==> src/rtl/entrada_pkg.sv <==
// Shared types and constants for the IN-instruction input controller.
package entrada_pkg;

   typedef enum logic [1:0] {
      IDLE    = 2'd0,
      WAIT_SW = 2'd1,
      WAIT_KB = 2'd2,
      RESP    = 2'd3
   } state_t;

   localparam logic [1:0] SRC_NONE = 2'd0;
   localparam logic [1:0] SRC_SW   = 2'd1;
   localparam logic [1:0] SRC_KB   = 2'd2;

   localparam logic [7:0] BREAK_CODE_DEFAULT = 8'hF0;

endpackage

==> src/rtl/entrada_controller_kb_fifo.sv <==
// Synchronous FIFO for keyboard make-codes; a push into a full FIFO only
// succeeds when a pop frees a slot in the same cycle, and flush wins over both.
module kb_fifo #(
   parameter int DEPTH = 8,
   parameter int W     = 8
) (
   input  logic                     clk,
   input  logic                     rst_n,
   input  logic                     push,
   input  logic                     pop,
   input  logic                     flush,
   input  logic [W-1:0]             din,
   output logic [W-1:0]             dout,
   output logic [$clog2(DEPTH):0]   count,
   output logic                     full,
   output logic                     empty
);

   localparam int AW = $clog2(DEPTH);
   localparam logic [AW-1:0] PTR_ONE  = AW'(1);
   localparam logic [AW:0]   CNT_ONE  = (AW+1)'(1);
   localparam logic [AW:0]   CNT_FULL = (AW+1)'(DEPTH);

   logic [W-1:0]  mem_q [DEPTH];
   logic [AW-1:0] wr_ptr_q, wr_ptr_d;
   logic [AW-1:0] rd_ptr_q, rd_ptr_d;
   logic [AW:0]   count_q, count_d;
   logic          push_ok, pop_ok;

   assign full  = (count_q == CNT_FULL);
   assign empty = (count_q == '0);
   assign dout  = mem_q[rd_ptr_q];
   assign count = count_q;

   always_comb begin
      pop_ok   = pop && !flush && !empty;
      push_ok  = push && !flush && (!full || pop_ok);
      wr_ptr_d = wr_ptr_q;
      rd_ptr_d = rd_ptr_q;
      count_d  = count_q;
      if (flush) begin
         wr_ptr_d = '0;
         rd_ptr_d = '0;
         count_d  = '0;
      end else begin
         if (push_ok) wr_ptr_d = wr_ptr_q + PTR_ONE;
         if (pop_ok)  rd_ptr_d = rd_ptr_q + PTR_ONE;
         case ({push_ok, pop_ok})
            2'b10:   count_d = count_q + CNT_ONE;
            2'b01:   count_d = count_q - CNT_ONE;
            default: count_d = count_q;
         endcase
      end
   end

   always_ff @(posedge clk or negedge rst_n) begin
      if (!rst_n) begin
         wr_ptr_q <= '0;
         rd_ptr_q <= '0;
         count_q  <= '0;
      end else begin
         wr_ptr_q <= wr_ptr_d;
         rd_ptr_q <= rd_ptr_d;
         count_q  <= count_d;
      end
   end

   // Storage is left unreset; occupancy alone decides what is readable.
   always_ff @(posedge clk) begin
      if (push_ok) mem_q[wr_ptr_q] <= din;
   end

endmodule

==> src/rtl/entrada_controller.sv <==
// Serves the CPU IN instruction from the switch bank (on a confirm press) or
// from the keyboard make-code FIFO, stalling with busy until a value is ready.
module entrada_controller
   import entrada_pkg::*;
#(
   parameter int         FIFO_DEPTH = 8,
   parameter int         SW_W       = 14,
   parameter logic [7:0] BREAK_CODE = BREAK_CODE_DEFAULT
) (
   input  logic                          clk,
   input  logic                          rst_n,
   input  logic                          req,
   input  logic [1:0]                    req_src,
   input  logic [SW_W-1:0]               sw_value,
   input  logic                          sw_confirm,
   input  logic [7:0]                    kb_data,
   input  logic                          kb_valid,
   input  logic                          flush,
   output logic [31:0]                   rd_data,
   output logic                          rd_valid,
   output logic                          busy,
   output logic [$clog2(FIFO_DEPTH):0]   fifo_count,
   output logic                          overflow
);

   state_t      state_q, state_d;
   logic [31:0] rd_data_q, rd_data_d;
   logic        rd_valid_q, rd_valid_d;
   logic        confirm_prev_q;
   logic        break_pending_q, break_pending_d;
   logic        overflow_q, overflow_d;
   logic        kb_push, kb_pop;
   logic        fifo_full, fifo_empty;
   logic [7:0]  fifo_dout;

   kb_fifo #(
      .DEPTH (FIFO_DEPTH),
      .W     (8)
   ) u_kb_fifo (
      .clk   (clk),
      .rst_n (rst_n),
      .push  (kb_push),
      .pop   (kb_pop),
      .flush (flush),
      .din   (kb_data),
      .dout  (fifo_dout),
      .count (fifo_count),
      .full  (fifo_full),
      .empty (fifo_empty)
   );

   // A break prefix swallows itself and the key code that follows it.
   always_comb begin
      break_pending_d = break_pending_q;
      kb_push         = 1'b0;
      if (flush) begin
         break_pending_d = 1'b0;
      end else if (kb_valid) begin
         if (kb_data == BREAK_CODE)  break_pending_d = 1'b1;
         else if (break_pending_q)   break_pending_d = 1'b0;
         else                        kb_push         = 1'b1;
      end
   end

   assign kb_pop     = (state_q == WAIT_KB) && !fifo_empty && !flush;
   assign overflow_d = flush ? 1'b0 : (overflow_q | (kb_push & fifo_full & ~kb_pop));

   always_comb begin
      state_d   = state_q;
      rd_data_d = rd_data_q;
      case (state_q)
         IDLE: begin
            if (req) begin
               case (req_src)
                  SRC_SW:   state_d = WAIT_SW;
                  SRC_KB:   state_d = WAIT_KB;
                  SRC_NONE: begin state_d = RESP; rd_data_d = '0; end
                  default:  begin state_d = RESP; rd_data_d = '0; end
               endcase
            end
         end
         WAIT_SW: begin
            if (sw_confirm && !confirm_prev_q) begin
               rd_data_d = {{(32-SW_W){1'b0}}, sw_value};
               state_d   = RESP;
            end
         end
         WAIT_KB: begin
            if (kb_pop) begin
               rd_data_d = {24'd0, fifo_dout};
               state_d   = RESP;
            end
         end
         RESP:    state_d = IDLE;
         default: state_d = IDLE;
      endcase
      rd_valid_d = (state_d == RESP);
   end

   // confirm_prev resets high so a button held through reset must be released first.
   always_ff @(posedge clk or negedge rst_n) begin
      if (!rst_n) begin
         state_q         <= IDLE;
         rd_data_q       <= '0;
         rd_valid_q      <= 1'b0;
         confirm_prev_q  <= 1'b1;
         break_pending_q <= 1'b0;
         overflow_q      <= 1'b0;
      end else begin
         state_q         <= state_d;
         rd_data_q       <= rd_data_d;
         rd_valid_q      <= rd_valid_d;
         confirm_prev_q  <= sw_confirm;
         break_pending_q <= break_pending_d;
         overflow_q      <= overflow_d;
      end
   end

   assign busy     = ((state_q == IDLE) && req) || (state_q == WAIT_SW) || (state_q == WAIT_KB);
   assign rd_data  = rd_data_q;
   assign rd_valid = rd_valid_q;
   assign overflow = overflow_q;

endmodule

==> config.mk <==
export PLATFORM = sky130hd
export DESIGN_NAME = entrada_controller
export DESIGN_NICKNAME = d
export VERILOG_FILES = /design/src/rtl/entrada_pkg.sv /design/src/rtl/entrada_controller_kb_fifo.sv /design/src/rtl/entrada_controller.sv
export SDC_FILE = /design/constraint.sdc
export NUM_CORES = 1
export LEC_CHECK = 0
export BUFFER_PORTS_ARGS = -buffer_cell sky130_fd_sc_hd__buf_2
export CAP_MARGIN = 40
export CORE_ASPECT_RATIO = 0.5
export CORE_MARGIN = 2
export CORE_UTILIZATION = 34
export DETAILED_ROUTE_END_ITERATION = 6
export PLACE_DENSITY = 0.6
export REMOVE_ABC_BUFFERS = 1
export SYNTH_ARGS = -nofsm -noshare
export SYNTH_HDL_FRONTEND = slang
export SYNTH_SLANG_ARGS = --single-unit
==> constraint.sdc <==
create_clock -name clk -period 3.2 [get_ports clk]
set_input_delay 0.32 -clock clk [delete_from_list [all_inputs] [get_ports clk]]
set_output_delay 0.32 -clock clk [all_outputs]
set_load 0.03 [all_outputs]
==> out/metrics.cfg, run 1 <==
[layout]
antenna_cells = 0
layout-drive-gt1-share = 0.299
final_util = 0.410
fillers = 1139
nNetsFinal = 397
flow.area_growth_from_synthesis_pct = 15.6

[power]
p_sw_mw = 1.31
p_sw_frac = 0.344
p_comb_frac = 0.319
max-vdd-ir-drop_mv = 0.357
powerDensity_mw_per_mm2 = 770
power_frac_clock = 0.280
p_seq_frac = 0.400
power_mw = 3.81
static-leakage-power_nw = 1.95
intPower_mw = 2.50

[sta]
finClkSkew_ps = 5.56
setup_viol = 0
fin_hold_ws_ps = 16.7
relSlewSlack = 0.441
period_share = 0.822
fmax_ghz = 0.380
tns_ps = 0
finalMaxSlewViolations = 0
worst_pin_slew_ps = 835
rsz0062_at_grt = false
finalHoldViolCount = 0
period_minus_slack_ps = 2630

[clocking]
cts-resized-gates = 0
numCtsBuffers = 9
path_clk_slew_ps = 60
clockBufferDepth = 2
h-tree-depth = 3
post_cts_buffers = 0
insertion_delay_ps = 340
cts_hold_buf = 0
clkSinkCount = 94
cts_tree = yes
root_buffer = clkbuf_16

[floorplanning]
die-width_um = 163
chipHeight_um = 83.3
rows = 28
ios = 69
initial_core_util = 0.355
coreArea_mm2 = 0.0121
dieArea_mm2 = 0.0136

[logic_synthesis]
syn_area_mm2 = 0.00428
synthCells = 299
yosys.area.top_type = edfxtp_1
synthArstFlopShare = 0.319
ys_ff_latch = 94
synth_edf_count = 64
syn_area_per_cell_um2 = 14.3
synth_ff_type = edfxtp_1
yosys_warnings = 0
yosysSeqAreaShare = 0.625
yosysUniqueCellTypes = 49
synth_area_leaders = edfxtp_1, dfrtp_1, mux4_2, buf_4, ha_1
synth.top_cell.area_share = 0.449

[run]
maxCapViolCount = 0

[worst_setup_path]
cp.depth = 12
cp-start-kind = flip-flop
end_kind = flip-flop
crit_path_top_delay_cell = dfrtp_1
rr_worst_depth = 12
critPathMaxFanout = 6
cp_cell_sequence = inv_1, ha_1, nand2b_1, nor2_1, nand2_1, inv_1, ha_1, a21o_1, a21oi_1, nor4b_2, o21ai_1, a31oi_1
critPathArrivalTime_ps = 2890
crit_type = flip-flop to flip-flop
cp.required_ps = 3460
path_delay_family = simple AND/OR/NAND/NOR gates
worst-path-buf-inv = 2
cp_slowest_stage_delay_ps = 400

[global_route]
grt_usage = 0.136
antenna_found_initial = 0
grt_pass1_wl_um = 13700
grt_pass1_vias = 2424
grt-ovfl-total = 0
grt_start_max_net_pins = 31

[route]
postRouteAntennaNets = 0
routed_via_density = 4.75
drtPass1Iterations = 4
wl_per_cell_um = 16.3
via_count = 2500
drt_iter0_markers = 201
wirelength_um = 8590
drc = 0

[run_status]
status = complete, no violations

[placed_design]
dp_hpwl_um = 5810
place_congestion = 0.769
port-buffer-count = 50

[hold_path]
min_path_type = input pin to asynchronous set/reset pin

## state kept, by name, summed over array words and instances (netlist names)
| register | count |
|---|---|
| u_kb_fifo.mem_q | 64 |
| rd_data | 14 |
| u_kb_fifo.count | 4 |
| u_kb_fifo.rd_ptr_q | 3 |
| u_kb_fifo.wr_ptr_q | 3 |
| state_q | 2 |
| break_pending_q | 1 |
| confirm_prev_q | 1 |
| overflow | 1 |
| rd_valid | 1 |
## synthesized netlist by cell type, drive strengths merged, types with 2 or more instances
cell,count
mux4,16
mux2,10
a21oi,5
a21o,2
nor3,7
nand2,26
a31oi,3
nand3,9
nor4,2
inv,9
o21ai,22
nor2b,3
clkbuf,6
nand3b,2
dfrtp,29
nand2b,4
nor2,15
edfxtp,64
ha,9
o211ai,2
buf,24
a22oi,9
xor2,3
## worst reg2reg max path, cell delays in order (launching register included)
cell	delay [ps]
dfrtp_1	400
inv_1	90
ha_1	180
nand2b_1	110
nor2_1	340
nand2_1	170
inv_1	160
ha_1	250
a21o_1	170
a21oi_1	220
nor4b_2	230
o21ai_1	100
a31oi_1	140
## final cells by class
| class | count | area, um2 | share of cell area |
|---|---|---|---|
| clock buffers | 10 | 229 | 0.0463 |
| clock inverters | 5 | 67.6 | 0.0137 |
| inverters | 9 | 33.8 | 0.00683 |
| multi-input cells | 183 | 1410 | 0.285 |
| flip-flops and latches | 94 | 2670 | 0.541 |
| well taps | 165 | 206 | 0.0418 |
| repair buffers | 60 | 325 | 0.0658 |
## worst paths after layout
kind / start / end / slack [ps]
worst max-delay path: state_q[0] / u_kb_fifo.count[3] / 570
worst min-delay path: rst_n / overflow / 20
worst max register to register: state_q[0] / u_kb_fifo.count[3] / 570
worst min register to register: rd_data[7] / rd_data[7] / 480
max in group asynchronous: rst_n / rd_data[1] / 2730
min in group clk: sw_confirm / confirm_prev_q / 100
## cells by family (layout without fill, tap and decap cells)
kind of cell / Yosys count / in the layout / share of synthesized area
other cells: 1 / 18 / 0.000876
flops: 94 / 94 / 0.625
simple gates: 77 / 77 / 0.0901
buf+inv: 39 / 84 / 0.0608
compound gates: 49 / 49 / 0.0749
fa+ha+maj: 10 / 10 / 0.0310
xor+xnor: 3 / 3 / 0.00614
mux: 26 / 26 / 0.111
## through the flow
step | setup slack (ps) | area (um2) | cells
6_report | 571 | 4940 | 526
5_1_grt | 185 | 4940 | 526
4_1_cts | 554 | 4940 | 526
3_5_place_dp | 396 | 4650 | 511
3_3_place_gp | 444 | 4640 | 510
2_1_floorplan | 539 | 4120 | 286
## per-layer routing
layer / share of wire / track usage / vias to the layer above
li1: - / - / 1204
met5: 0 / 0 / -
met4: 0.0084 / 0.0314 / 0
met3: 0.069 / 0.0549 / 6
met1: 0.45 / 0.183 / 1206
met2: 0.47 / 0.205 / 84
## cell usage in the layout (no fill, tap or decap), drive strengths merged, types with 2 or more instances in the layout
cell type and count:
dfrtp 29, a22oi 9, nor4 2, nor2b 3
nand3b 2, a31oi 3, inv 12, nand2b 4
ha 9, nor2 15, nor3 7, mux2 10
nand3 9, buf 60, clkbuf 10, nand2 26
conb 18, a21o 2, mux4 16, edfxtp 64
o21ai 22, o211ai 2, a21oi 5, xor2 3
## power by group through the flow
stage / Combinational, mW / Sequential (mW) / Clock, mW
2_1_floorplan: 0.686 / 1.71 / 0
3_3_place_gp: 1.23 / 1.54 / 0
3_5_place_dp: 1.23 / 1.54 / 0
4_1_cts: 1.23 / 1.52 / 1.10
5_1_grt: 1.36 / 1.54 / 1.15
6_report: 1.22 / 1.52 / 1.07
Power figures use the tool's default switching activity.
==> run 2: changes to the inputs <==
--- a/config.mk
+++ b/config.mk
@@ -11,7 +11,7 @@
 export CORE_MARGIN = 2
 export CORE_UTILIZATION = 34
 export DETAILED_ROUTE_END_ITERATION = 6
-export PLACE_DENSITY = 0.6
+export PLACE_DENSITY = 0.61
 export REMOVE_ABC_BUFFERS = 1
 export SYNTH_ARGS = -nofsm -noshare
 export SYNTH_HDL_FRONTEND = slang
==> constraint.sdc (replaced) <==
create_clock -name clk -period 2.4 [get_ports clk]
set_input_delay 0.24 -clock clk [delete_from_list [all_inputs] [get_ports clk]]
set_output_delay 0.24 -clock clk [all_outputs]
set_load 0.03 [all_outputs]
==> run 2 against run 1 <==
Count of clock-buffer cells in the layout down 1. Design area rose by 5.8%. Routed wire length is 6.2% higher. Final cell count is 5.1% higher. Hold slack improved by 110 ps. Non-clock buffer count rose by 26. Critical path depth decreased by 5. Critical endpoint is now u_kb_fifo.mem_q[3][3]. Register-to-register slack got worse by 530 ps. Via count rose by 6.0%.
==> out/metrics.cfg, run 2 (same netlist as run 1, synthesis figures left out) <==
[sta]
finalMaxSlewViolations = 0  ; unchanged
relSlewSlack = 0.424  ; -0.0176
finClkSkew_ps = 9.35  ; +3.79 ps
finalHoldViolCount = 0  ; unchanged
period_minus_slack_ps = 2360  ; -272 ps
final.setup.worst_slack_ps = 43.2  ; -528 ps
period_share = 0.982  ; +0.160
worst_pin_slew_ps = 861  ; +26.4 ps
setup_viol = 0  ; unchanged
fin_hold_ws_ps = 124  ; +108 ps
fmax_ghz = 0.424  ; +12%
rsz0062_at_grt = true

[layout]
nNetsFinal = 423  ; +6.5%
layout_commonest_cell = edfxtp_1
final_cell_mix = edfxtp_1, buf_2, buf_4, dfrtp_1, nand2_1
top_register = u_kb_fifo.mem_q
ff_latch_area_mm2 = 0.00267  ; unchanged
layout-drive-gt1-share = 0.351  ; +0.0513
flow.area_growth_from_synthesis_pct = 22.2
instances_no_fill = 553  ; +5.1%
fillers = 1079  ; -5.3%
largest_register_ffs = 64  ; unchanged
final_util = 0.434  ; +0.0237
multi_input_area_mm2 = 0.00142  ; +1.1%
antenna_cells = 0  ; unchanged

[placed_design]
dp_hpwl_um = 6130  ; +5.5%
dp.cells = 535  ; +4.7%
pre_cts_ws_ps = -55.0  ; -451 ps
place_congestion = 0.760  ; -1.3%
port-buffer-count = 50  ; unchanged

[worst_setup_path]
crit_path_start = state_q[0]
critPathArrivalTime_ps = 2320  ; -570 ps
crit_type = flip-flop to flip-flop
cp_slowest_stage_delay_ps = 700  ; +300 ps
timing.rr.start = state_q[0]
cp-start-kind = flip-flop
path_delay_family = simple AND/OR/NAND/NOR gates
cp.required_ps = 2370  ; -1090 ps
worst-path-buf-inv = 1  ; -1
cp_cell_sequence = inv_1, ha_1, nand2b_1, and3_1, nor2_1, nand2_1, nor2_1
end_kind = flip-flop
critPathMaxFanout = 8  ; +2
crit_top_cell = nor2_1
crit_path_top_delay_cell = nor2_1

[global_route]
grt_usage = 0.140  ; +0.00432
grt-ovfl-total = 0  ; unchanged
grt_pass1_wl_um = 14200  ; +3.7%
antenna_found_initial = 1  ; +1
grt_start_max_net_pins = 31  ; unchanged
grt_pass1_vias = 2662  ; +9.8%

[route]
postRouteAntennaNets = 0  ; unchanged
via_count = 2650  ; +6.0%
wirelength_um = 9120  ; +6.2%
drt_iter0_markers = 285  ; +42%
drc = 0  ; unchanged
drtPass1Iterations = 4  ; unchanged
routed_via_density = 4.79  ; +0.82%
wl_per_cell_um = 16.5  ; +0.99%

[power]
powerDensity_mw_per_mm2 = 1060  ; +38%
static-leakage-power_nw = 2.12  ; +8.3%
max-vdd-ir-drop_mv = 0.489  ; +37%

[floorplanning]
dieArea_mm2 = 0.0136  ; unchanged
ios = 69  ; unchanged
rows = 28  ; unchanged
initial_core_util = 0.355  ; unchanged
die-width_um = 163  ; unchanged
coreArea_mm2 = 0.0121  ; unchanged
chipHeight_um = 83.3  ; unchanged

[clocking]
numCtsBuffers = 9  ; unchanged
cts_tree = yes
path_clk_slew_ps = 70  ; about the same
insertion_delay_ps = 340  ; about the same
h-tree-depth = 3  ; unchanged
root_buffer = clkbuf_16
clkSinkCount = 94  ; unchanged
clockBufferDepth = 2  ; unchanged

[run]
maxCapViolCount = 0  ; unchanged

[hold_path]
min-delay-start = kb_data[2]
min_path_type = input pin to flip-flop

[run_status]
status = complete, no violations

## run 2: worst paths after layout
path / endpoint / slack, ps / depth (start not counted)
setup / recovery: u_kb_fifo.mem_q[3][3] / 40 / 7
hold / removal: u_kb_fifo.mem_q[4][2] / 120 / 1
setup reg to reg: u_kb_fifo.mem_q[3][3] / 40 / 7
hold reg to reg: rd_data[13] / 480 / 2
max in group asynchronous: rd_data[10] / 1450 / 2
min in group asynchronous: u_kb_fifo.count[1] / 480 / 2
## run 2: power by group
part	switching [mW]	leakage [nW]	internal, mW
clock network	0.637	0.170	1.04
logic	1.12	0.966	0.768
registers	0.0915	0.980	1.90
## run 2: what timing repair did
item | CTS | global route
hold buffers | 2 | 0
pin swaps | 0 | 0
buffers inserted | 0 | 0
gates resized for setup | 1 | 2
cloned | 0 | 0
setup endpoints to repair | 8 | 17
hold endpoints to repair | 30 | 0
## run 2: layout make-up
class	count	share of cell area
Clock inverter	7	0.0246
Tap cell	165	0.0395
Clock buffer	9	0.0431
Inverter	9	0.00646
Sequential cell	94	0.511
Multi-Input combinational cell	183	0.272
Timing Repair Buffer	86	0.103
## run 2: per-layer routing
layer | vias up | track usage | wire, um
met5 | - | 0 | 13
met4 | 2 | 0.0579 | 136
met3 | 11 | 0.0390 | 723
met2 | 104 | 0.213 | 3990
met1 | 1279 | 0.189 | 4250
li1 | 1254 | - | -
## run 2: metrics by stage
stage                     power, mW  setup TNS (ps)  cell area (um2)
after floorplan                3.19           -2540             4120
after global placement         3.89           -17.4             4840
after detailed placement       3.91           -55.0             4840
after CTS                      5.60               0             5220
after global routing           5.87           -2310             5230
final                          5.55               0             5230
==> run 3: changes to the inputs <==
--- a/config.mk
+++ b/config.mk
@@ -13,6 +13,7 @@
 export DETAILED_ROUTE_END_ITERATION = 6
 export PLACE_DENSITY = 0.61
 export REMOVE_ABC_BUFFERS = 1
+export SETUP_SLACK_MARGIN = 0.4
 export SYNTH_ARGS = -nofsm -noshare
 export SYNTH_HDL_FRONTEND = slang
 export SYNTH_SLANG_ARGS = --single-unit
==> run 3 against run 2 <==
Power up 4.7%. Design area up 4.4%. Global-route usage grew 0.31 points. Clock skew fell by 1.5 ps. Worst setup slack better by 290 ps. Largest cell class unchanged. Largest power group is now combinational logic. Highest routed layer unchanged.
==> out/metrics.cfg, run 3 (same netlist as run 1, synthesis figures left out) <==
[sta]
fmax_ghz = 0.483  ; +14%
setup_viol = 0  ; unchanged
finalHoldViolCount = 0  ; unchanged
relSlewSlack = 0.514  ; +0.0902
period_minus_slack_ps = 2070  ; -288 ps
rsz0062_at_grt = true
finalMaxSlewViolations = 0  ; unchanged
final.setup.worst_slack_ps = 331  ; +288 ps
worst_pin_slew_ps = 729  ; -132 ps
period_share = 0.862  ; -0.120
finClkSkew_ps = 7.82  ; -1.53 ps

[floorplanning]
die-width_um = 163  ; unchanged
rows = 28  ; unchanged
chipHeight_um = 83.3  ; unchanged
ios = 69  ; unchanged
dieArea_mm2 = 0.0136  ; unchanged
coreArea_mm2 = 0.0121  ; unchanged
initial_core_util = 0.355  ; unchanged

[hold_path]
holdPathEnd = u_kb_fifo.mem_q[4][2]
holdPathStages = 1  ; unchanged
min-delay-start = kb_data[2]
min_path_type = input pin to flip-flop

[power]
max-vdd-ir-drop_mv = 0.486  ; -0.64%
p_sw_frac = 0.338  ; +0.00498
powerDensity_mw_per_mm2 = 1070  ; +0.34%
intPower_mw = 3.85  ; +4.0%
power_mw = 5.82  ; +4.7%
p_comb_frac = 0.366  ; +0.026
p_sw_mw = 1.96  ; +6.3%
static-leakage-power_nw = 2.18  ; +2.9%
p_seq_frac = 0.346  ; -0.013
power_frac_clock = 0.288  ; -0.013

[route]
drt_iter0_markers = 252  ; -12%
via_count = 2701  ; +1.9%
drc = 0  ; unchanged
postRouteAntennaNets = 0  ; unchanged
wl_per_cell_um = 16.7  ; +1.1%
drtPass1Iterations = 4  ; unchanged
routed_via_density = 4.81  ; +0.29%
wirelength_um = 9370  ; +2.7%

[worst_setup_path]
timing.rr.start = u_kb_fifo.count[1]
cp.required_ps = 2630  ; +260 ps
cp-start-kind = flip-flop
critPathArrivalTime_ps = 2300  ; -20 ps
critPathMaxFanout = 4  ; -4
regToRegSetupSlack_ps = 330  ; +290 ps
rr_worst_depth = 10  ; +3
rr_endpoint = u_kb_fifo.count[3]
crit_type = flip-flop to flip-flop
end_kind = flip-flop

[placed_design]
port-buffer-count = 50  ; unchanged
dp_hpwl_um = 6130  ; unchanged
place_congestion = 0.760  ; unchanged
pre_cts_ws_ps = -55.0  ; unchanged

[clocking]
root_buffer = clkbuf_16
h-tree-depth = 3  ; unchanged
clkSinkCount = 94  ; unchanged
insertion_delay_ps = 340  ; about the same
cts_tree = yes
path_clk_slew_ps = 70  ; about the same
clockBufferDepth = 2  ; unchanged
numCtsBuffers = 9  ; unchanged

[layout]
layout-drive-gt1-share = 0.411  ; +0.0601
largest_register_ffs = 64  ; unchanged
fillers = 1050  ; -2.7%
flow.area_growth_from_synthesis_pct = 27.6
antenna_cells = 0  ; unchanged
nNetsFinal = 432  ; +2.1%
layout_commonest_cell = edfxtp_1
top_register = u_kb_fifo.mem_q
final_util = 0.453  ; +0.0190
final_cell_mix = edfxtp_1, buf_2, buf_4, dfrtp_1, nand2_1

[run_status]
status = complete, no violations

[global_route]
grt_pass1_wl_um = 14500  ; +2.4%
grt_pass1_vias = 2711  ; +1.8%
antenna_found_initial = 1  ; unchanged
grt_usage = 0.143  ; +0.00315
grt_start_max_net_pins = 31  ; unchanged
grt-ovfl-total = 0  ; unchanged

[run]
maxCapViolCount = 0  ; unchanged

-- run 3: area by class of cell --
cell class                 instances  area (um2)  share of cell area
sequential                        94        2670               0.490
multi-input combinational        183        1560               0.286
tap                              165         206              0.0378
clock buffer                       9         225              0.0413
inverter                           9        33.8             0.00619
timing repair buffer              95         631               0.116
clock inverter                     7         129              0.0236
-- run 3: metal layers --
layer | track usage | part of all wire | routed length (um) | vias to the layer above
met2 | 0.223 | 0.46 | 4300 | 80
li1 | - | - | - | 1269
met3 | 0.0390 | 0.057 | 536 | 11
met5 | 0 | 0.0014 | 13 | -
met1 | 0.190 | 0.47 | 4390 | 1339
met4 | 0.0579 | 0.014 | 131 | 2
-- run 3: through the flow --
stage / instances / hold slack (ps) / TNS, ps / instance area [um2]
4_1_cts: 558 / 107 / 0 / 5350
5_1_grt: 562 / 117 / 0 / 5460
6_report: 562 / 120 / 0 / 5460
3_5_place_dp: 535 / 351 / -55.0 / 4840
2_1_floorplan: 286 / -55.6 / -2540 / 4120
3_3_place_gp: 535 / 337 / -17.4 / 4840
-- run 3: worst max-delay path by stage --
| stage | to | start | slack [ps] |
|---|---|---|---|
| detailed placement | u_kb_fifo.count[3] | kb_data[1] | -50 |
| floorplan | u_kb_fifo.count[3] | state_q[0] | -260 |
| finish | u_kb_fifo.count[3] | u_kb_fifo.count[1] | 330 |
| global placement | u_kb_fifo.count[3] | kb_data[1] | -20 |
| global route | u_kb_fifo.count[3] | u_kb_fifo.count[1] | 200 |
| CTS | u_kb_fifo.mem_q[3][3] | break_pending_q | 310 |
-- run 3: critical path, stage by stage (launching register included) --
cell and delay, ps:
dfrtp_1 410, nor4_4 360, nor2_4 80, nand2_2 90
inv_2 50, ha_4 200, a21o_1 180, a21oi_4 170
and2b_1 200, o21ai_1 130, a31oi_1 80
-- run 3: what timing repair did --
action / CTS / global route
hold endpoints to repair: 30 / 0
pin swaps: 7 / 6
endpoints found under the setup margin: 29 / 68
setup buffers: 5 / 4
resized for setup: 19 / 11
hold buffers: 2 / 0
-- run 3: power groups by stage --
stage / clock network [mW] / logic (mW) / registers, mW
finish: 1.67 / 2.13 / 2.01
detailed placement: 0 / 1.88 / 2.03
global placement: 0 / 1.87 / 2.02
floorplan: 0 / 0.915 / 2.28
CTS: 1.71 / 2.05 / 2.01
global route: 1.76 / 2.35 / 2.03
